### src/rtl/tx_symbol_scheduler.sv
// Transmit symbol scheduler feeding encoder_8b10b: link bytes, idle fill, periodic SKP ordered sets.
// Define TX_SCHED_EIOS_EN to compile in the EIOS / electrical-idle sequencing path.
module tx_symbol_scheduler #(
    parameter int SKP_INTERVAL = 1180,
    parameter int SKP_COUNT    = 3,
    parameter int CNT_W        = 11
) (
    input  logic       clk_i,
    input  logic       reset_i,
    input  logic [7:0] in_data_i,
    input  logic       in_k_i,
    input  logic       in_valid_i,
    output logic       in_ready_o,
    input  logic       eidle_req_i,
    output logic [7:0] data_o,
    output logic       is_special_k_o,
    output logic       eidle_o,
    output logic       skp_active_o
);

    localparam logic [7:0] SYM_COM  = 8'hBC;
    localparam logic [7:0] SYM_SKP  = 8'h1C;
    localparam logic [7:0] SYM_FILL = 8'h00;
    localparam logic [CNT_W-1:0] SKP_LAST     = CNT_W'(SKP_INTERVAL - 1);
    localparam logic [2:0]       SKP_LAST_IDX = 3'(SKP_COUNT);

`ifdef TX_SCHED_EIOS_EN
    localparam logic [7:0] SYM_IDL       = 8'h7C;
    localparam logic [2:0] EIOS_LAST_IDX = 3'd3;

    typedef enum logic [1:0] {
        S_DATA  = 2'd0,
        S_SKP   = 2'd1,
        S_EIOS  = 2'd2,
        S_EIDLE = 2'd3
    } state_t;
`else
    typedef enum logic [1:0] {
        S_DATA = 2'd0,
        S_SKP  = 2'd1
    } state_t;

    logic unused_eidle_req_s;
    assign unused_eidle_req_s = eidle_req_i;
`endif

    state_t           state_r;
    logic [CNT_W-1:0] sym_cnt_r;
    logic [2:0]       os_idx_r;
    logic [7:0]       data_r;
    logic             k_r;
    logic             eidle_r;
    logic             skp_r;

    // Ready depends on state only so the source never sees a valid-to-ready loop.
    assign in_ready_o     = (state_r == S_DATA) && !reset_i;
    assign data_o         = data_r;
    assign is_special_k_o = k_r;
    assign eidle_o        = eidle_r;
    assign skp_active_o   = skp_r;

    // Scheduler FSM: picks the symbol for the next cycle and registers it onto the outputs.
    always_ff @(posedge clk_i) begin
        if (reset_i) begin
            state_r   <= S_DATA;
            sym_cnt_r <= {CNT_W{1'b0}};
            os_idx_r  <= 3'd0;
            data_r    <= SYM_FILL;
            k_r       <= 1'b0;
            eidle_r   <= 1'b0;
            skp_r     <= 1'b0;
        end else begin
            case (state_r)
                S_DATA: begin
                    eidle_r <= 1'b0;
                    skp_r   <= 1'b0;
                    if (in_valid_i) begin
                        data_r <= in_data_i;
                        k_r    <= in_k_i;
                    end else begin
                        data_r <= SYM_FILL;
                        k_r    <= 1'b0;
                    end
                    // The SKP boundary wins over an electrical-idle request.
                    if (sym_cnt_r == SKP_LAST) begin
                        state_r   <= S_SKP;
                        sym_cnt_r <= {CNT_W{1'b0}};
                        os_idx_r  <= 3'd0;
                    end
`ifdef TX_SCHED_EIOS_EN
                    else if (eidle_req_i) begin
                        state_r   <= S_EIOS;
                        sym_cnt_r <= sym_cnt_r + CNT_W'(1);
                        os_idx_r  <= 3'd0;
                    end
`endif
                    else begin
                        sym_cnt_r <= sym_cnt_r + CNT_W'(1);
                    end
                end
                S_SKP: begin
                    eidle_r <= 1'b0;
                    skp_r   <= 1'b1;
                    k_r     <= 1'b1;
                    data_r  <= (os_idx_r == 3'd0) ? SYM_COM : SYM_SKP;
                    if (os_idx_r == SKP_LAST_IDX) begin
                        state_r   <= S_DATA;
                        os_idx_r  <= 3'd0;
                        sym_cnt_r <= {CNT_W{1'b0}};
                    end else begin
                        os_idx_r <= os_idx_r + 3'd1;
                    end
                end
`ifdef TX_SCHED_EIOS_EN
                S_EIOS: begin
                    eidle_r <= 1'b0;
                    skp_r   <= 1'b0;
                    k_r     <= 1'b1;
                    data_r  <= (os_idx_r == 3'd0) ? SYM_COM : SYM_IDL;
                    if (os_idx_r == EIOS_LAST_IDX) begin
                        state_r  <= S_EIDLE;
                        os_idx_r <= 3'd0;
                    end else begin
                        os_idx_r <= os_idx_r + 3'd1;
                    end
                end
                S_EIDLE: begin
                    eidle_r <= 1'b1;
                    skp_r   <= 1'b0;
                    k_r     <= 1'b0;
                    data_r  <= SYM_FILL;
                    if (!eidle_req_i) begin
                        state_r   <= S_DATA;
                        sym_cnt_r <= {CNT_W{1'b0}};
                    end else begin
                        state_r <= S_EIDLE;
                    end
                end
`endif
                default: begin
                    state_r   <= S_DATA;
                    sym_cnt_r <= {CNT_W{1'b0}};
                    os_idx_r  <= 3'd0;
                    data_r    <= SYM_FILL;
                    k_r       <= 1'b0;
                    eidle_r   <= 1'b0;
                    skp_r     <= 1'b0;
                end
            endcase
        end
    end

endmodule

### config.mk
export PLATFORM = sky130hd
export DESIGN_NAME = tx_symbol_scheduler
export DESIGN_NICKNAME = d
export VERILOG_FILES = /design/src/rtl/tx_symbol_scheduler.sv
export SDC_FILE = /design/constraint.sdc
export NUM_CORES = 1
export LEC_CHECK = 0
export ABC_AREA = 1
export CORE_MARGIN = 2
export CORE_UTILIZATION = 53
export DETAILED_ROUTE_END_ITERATION = 8
export GPL_TIMING_DRIVEN = 1
export PLACE_DENSITY = 0.83
export SLEW_MARGIN = 20
export SYNTH_ARGS = -nofsm -noshare
export SYNTH_HDL_FRONTEND = slang
export SYNTH_SLANG_ARGS = --single-unit
### constraint.sdc
create_clock -name clk_i -period 2 [get_ports clk_i]
set_input_delay 0.5 -clock clk_i [delete_from_list [all_inputs] [get_ports clk_i]]
set_output_delay 0.5 -clock clk_i [all_outputs]
set_load 0.05 [all_outputs]
==> metrics.txt <==
filler cell count=between 150 and 200; Synth Cell Area=between 1000 and 1500 um2; top cells by area, synth=dfxtp_1, nand2_1, nand3_1; Worst Skew=0.00490 ns; Crit. End Element=primary output; crit path DAT=around 1.5 ns; RSZ-0062 raised after global routing=no; DR pass1 iterations=4; Period Utilization, post-route=0.978; largest family of logic cells by synthesized area=simple AND/OR/NAND/NOR gates; Final nets=200; power density over cell area=roughly 580 nW/um2; Synth async-reset ratio=0; count leader, synth=nand2_1; PortBufs=22; antenna violations before repair=0; worst setup path class=reg -> out; switching power share of the total=0.267; simple-gate portion of the synthesized area=0.337; Post-Synthesis Cells=roughly 160; via count of the first global-routing pass=a little over 1000; total CTS buffers=3; die area=approximately 2600 um2; Yosys cell types=25; gr usage total=0.221; Synth area leader=dfxtp_1; combinational power share=0.127; DR WL/cell=approximately 12 um; CTS Buffer Depth=2; Finished Core Util=0.691; Slew HR=0.657; total wire length=around 2500 um; CTS tree=done; first-pass GRT wire length=around 4200 um; area share of fa/ha/maj cells after synthesis=0.0319; max cap viols=0; cts hold-fix bufs=0; Placeable Area=approximately 2100 um2; setup bufs post-CTS=0; Max FO, Critical Path=1; CP top delay family=buffers and inverters; Yosys reg bits=25; Psw=~230 uW; Final Hold Viols=0; Reg area=~500 um2; register area share after synthesis=0.425; HP Class=reg -> reg; GP Congestion=0.814; CP peak stage delay=between 0.7 and 0.8 ns; Area growth, synth to finish=26.1%; Reg power frac=0.598; post-synthesis mux area share=0; most frequent cells after synthesis=nand2_1, dfxtp_1, inv_1; starting density of the core=0.548; DRC viols=0; Final Setup Violations=0; Clock Tree Root=clkbuf_4; setup_tns=0 ns; crit-path cells=clkdlybuf4s50_1; syn_nets=175; Die Wd=slightly above 50 um; Worst IR Drop VDD=0.530 mV; Clock transition at path regs=around 0.14 ns; detailed placement HPWL=1880 um; Worst EP required=around 1.5 ns; Clock Sinks=25; yosys warns=0; H-tree depth=1; minimum period implied by the final worst setup slack=between 1.5 and 2 ns; layout cells sized above 1=0.142; cell internal pwr=about 630 uW; # IOs=25; DRT antenna net count=0; Clk network pwr share=0.275; number of synthesized flops with an enable pin=0; diodes inserted=0; slowest CP cell=clkdlybuf4s50_1; Mapped Avg Cell Area=7.40 um2; Tightest Pin Transition=0.514 ns; Site Rows=17; Synth top area share=0.425; Lkg Pwr=~0.00075 uW; max-slew violation count=0; xor/xnor share of the synthesized area=0.00744; CP startpoint kind=flop; area fraction in compound gates after synthesis=0.0946; ys flop type=dfxtp_1; status=finished, final reports clean; largest net degree at the start of global routing=16; Worst-Skew Late Latency=~0.34 ns; DR vias/cell=between 5 and 6; 1st-iter DRT viols=14; Overflow after GRT=0; detailed-route via count=approximately 1100; die height=just over 50 um; multi-input logic area=558 um2; CP Buf/Inv Count=1; Achievable Freq=0.511 GHz
[per-stage QoR]
stage	instances	setup slack (ns)	hold slack (ns)	total power (uW)	cell area, um2
2_1_floorplan	159	0.0812	0.429	589	1180
3_3_place_gp	207	0.169	0.441	635	1430
3_5_place_dp	207	0.171	0.445	639	1430
4_1_cts	211	0.0108	0.464	875	1460
5_1_grt	211	0.00161	0.481	902	1490
6_report	211	0.0435	0.461	866	1490
[final timing paths]
check / start / depth (start not counted) / slack (ns) / end
setup / recovery: data_o[0]$_SDFF_PP0_ / 1 / 0.04 / data_o[0]
hold / removal: os_idx_r[2]$_SDFFE_PP0P_ / 2 / 0.46 / os_idx_r[2]$_SDFFE_PP0P_
setup reg to reg: os_idx_r[0]$_SDFFE_PP0P_ / 5 / 0.52 / sym_cnt_r[1]$_SDFFE_PP0P_
hold reg to reg: os_idx_r[2]$_SDFFE_PP0P_ / 2 / 0.46 / os_idx_r[2]$_SDFFE_PP0P_
[metal layers]
layer  track usage  vias up  wire length [um]
li1              -      548                 -
met1         0.250      488              1040
met2         0.383       22              1280
met3        0.0585        5               116
met4         0.108        0                49
met5             0        -                 0
[state kept, by name (all words and copies together), names as in the netlist]
register and cells:
sym_cnt_r 11, skp_active_o 1, os_idx_r 3, data_o 8, is_special_k_o 1, state_r 1
[power by group through the flow]
| stage | Sequential [uW] | Clock (uW) | Combinational (uW) |
|---|---|---|---|
| 6_report | 518 | 238 | 110 |
| 5_1_grt | 520 | 267 | 116 |
| 4_1_cts | 518 | 245 | 111 |
| 3_5_place_dp | 529 | 0 | 110 |
| 3_3_place_gp | 529 | 0 | 107 |
| 2_1_floorplan | 555 | 0 | 34.4 |
[cells in the final DEF (no fill, tap or decap), drive strengths merged, types with 3 or more instances in the layout]
cell type      netlist  layout
o21ai                6       6
nand3               19      19
clkdlybuf4s50        0      12
buf                  5       4
clkbuf               0       3
inv                 23      23
nand4                3       3
a21oi               11      11
nand2               36      36
ha                   3       3
nor2                22      22
dfxtp               25      25
dlymetal6s2s         0       9
[worst register-to-register path, cell delays in order, from the launching register on]
cell and delay (ns):
dfxtp_1 0.36, ha_1 0.22, a21oi_1 0.41, buf_4 0.24, nand2_1 0.06, a21oi_1 0.14
[cell families after synthesis]
group / count (synthesis)
and+or+nand+nor: 81
buffers and inverters: 28
DFF: 25
AOI/OAI and AO/OA: 20
adders and majority gates: 3
xor gates and xnor gates: 1
other: 1
[final cells by class]
type                       count  area share
clock buffer                   3      0.0152
inverter                      23      0.0581
clock inverter                 1     0.00505
timing repair buffer          25       0.185
tap                           28      0.0236
multi-input combinational    106       0.376
sequential                    25       0.337
[timing repair]
item                       in CTS  in global routing
gates resized for setup         0                  9
hold endpoints to repair        0                  0
setup endpoints to repair       0                  9
(Power assumes the default switching activity.)
==> edit (same flow settings) <==
`CNT_W`: 11 -> 22.
--- a/src/rtl/tx_symbol_scheduler.sv
+++ b/src/rtl/tx_symbol_scheduler.sv
@@ -4,5 +4,5 @@
     parameter int SKP_INTERVAL = 1180,
     parameter int SKP_COUNT    = 3,
-    parameter int CNT_W        = 11
+    parameter int CNT_W        = 22
 ) (
     input  logic       clk_i,
Check against the original RTL: same outputs for any inputs over 10 cycles, from zero or initial values and one cycle with reset_i high; that may be too few to reach the edited logic, so the function may still have changed.
==> edit against the unedited design <==
  * Global-route usage grew 1.2 points
  * Worst setup slack improved by 39 ps
  * Critical path depth unchanged
  * Power up 60%
  * Synthesized cell count rose by 85%
  * Highest routed layer unchanged
  * Combinational power is 8% higher
  * Cell area increased by 58%
  * Core utilization shrank 4.4 points
  * Area after synthesis is 69% higher
  * Sequential cell count rose by 11
  * Routed wire length increased by 80%
==> edit: results (changes against the unedited design) <==
clock_network:
  cts_max_level: 2  # was 1
  clock-root-buffer: "clkbuf_8"  # was clkbuf_4
  clkLatencyLatePin_ps: 300  # was 340 ps
  cts_buffers: 5  # was 3
  path_clk_slew_ps: 80  # was 140 ps
place:
  routabilityCongestion: 0.880  # was 0.814
  post-dp-hpwl_um: 3250  # was 1880 µm
  placed_area_mm2: 0.00226  # was 0.00143 mm²
  dp.cells: 359  # was 207
worst_setup_path:
  worst_r2r_path_depth: 8  # was 5
  timing.rr.start: "sym_cnt_r[1]$_SDFFE_PP0P_"  # was os_idx_r[0]$_SDFFE_PP0P_
  cp.arrival_ps: 1420  # was 1460 ps
  timing.reg2reg.setup_slack_ps: 350  # was 520 ps
  r2r-end: "sym_cnt_r[16]$_SDFFE_PP0P_"  # was sym_cnt_r[1]$_SDFFE_PP0P_
  crit_path_max_incr_delay_ps: 810  # was 790 ps
  setup.worst_path.start: "skp_active_o$_SDFF_PP0_"  # was data_o[0]$_SDFF_PP0_
yosys:
  synth.net_count: 311  # was 175
  ys_seq_area_share_pct: 36.2  # was 42.5%
  ys_top_cells_by_area: "dfxtp_1, nand2_1, nand3_1, nor2_1, a21oi_1"  # was dfxtp_1, nand2_1, nand3_1, inv_1, nor2_1
  avgSynthCellArea_um2: 6.77  # was 7.40 µm²
  synth_commonest_cells: "nand2_1, dfxtp_1, nor2_1"  # was nand2_1, dfxtp_1, inv_1
power_and_ir_drop:
  peakVddDrop_uv: 459  # was 530 µV
  leakage_uw: 0.000846  # was 0.000755 µW
  p_int_uw: 1020  # was 634 µW
cells_and_area:
  largest_reg_flops: 22  # was 11
  num-nets-final: 335  # was 200
  fill_cells: 341  # was 181
  drive_above_1_share_pct: 14.1  # was 14.2%
  multi_input_area_mm2: 0.00111  # was 558 µm²
worst_hold_path:
  min_from: "sym_cnt_r[21]$_SDFFE_PP0P_"  # was os_idx_r[2]$_SDFFE_PP0P_
global_routing:
  grt_pass1_wl_um: 7680  # was 4190 µm
  grt_pass1_vias: 1790  # was 1007
  grt_util_all_layers_pct: 23.4  # was 22.1%
routing:
  drtIter0Drc: 124  # was 14
  avgRoutedWirePerCell_um: 12.1  # was 11.7 µm
  wl_um: 4450  # was 2480 µm
timing:
  maxSlewHeadroom_pct: 59.1  # was 65.7%
  finalClockSkew_ps: 7.63  # was 4.90 ps
outcome:
  status: "finished clean"  # unchanged
[edit: cell count changes in the layout (fill, tap and decap cells not counted), sizes merged, moves of 7 or more]
cell,change
nand3,+17
inv,+7
dfxtp,+11
nand2,+49
a21oi,+17
dlymetal6s2s,-9
nor2,+23
clkdlybuf4s50,+9
[edit: layout make-up]
class,count,share of cell area (%)
clock buffers,5,2.93
clock inverters,3,0.798
inverters,30,4.79
multi-input cells,219,47.2
flip-flops and latches,36,30.6
well taps,48,2.55
repair buffers,26,11.1
[edit: stage by stage]
step / setup WS [ps] / hold WS, ps
floorplan: 134 / 454
global placement: 211 / 473
detailed placement: 165 / 484
CTS: 75.2 / 495
global route: 40.8 / 544
finish: 82.0 / 502
[edit: worst max-delay path by stage]
stage | to | slack (ps)
finish | skp_active_o | 80
global route | is_special_k_o | 40
CTS | skp_active_o | 80
detailed placement | data_o[6]$_SDFF_PP0_ | 160
global placement | data_o[6]$_SDFF_PP0_ | 210
floorplan | in_ready_o | 130
[edit: routing by layer]
| layer | GRT usage, % | up-vias | share of wire [%] |
|---|---|---|---|
| li1 | - | 981 | - |
| met1 | 27.1 | 859 | 46 |
| met2 | 41.1 | 28 | 49 |
| met3 | 5.65 | 7 | 2.9 |
| met4 | 9.38 | 0 | 1.8 |
| met5 | 0 | - | 0 |
[edit: kinds of logic (layout without fill, tap and decap cells)]
group / Yosys count / after routing / share of synthesized area [%]
buf+inv: 39 / 64 / 7.98
compound gates: 39 / 39 / 11.3
fa+ha+maj: 4 / 4 / 2.51
simple gates: 168 / 168 / 38.7
xor+xnor: 7 / 7 / 3.08
flops: 36 / 36 / 36.2
other cells: 1 / 1 / 0.188
[edit: power groups by stage]
stage	Sequential, µW	Clock (µW)	Combinational (µW)
2_1_floorplan	781	0	40.0
3_3_place_gp	754	0	117
3_5_place_dp	754	0	119
4_1_cts	738	531	120
5_1_grt	740	558	128
6_report	738	524	119
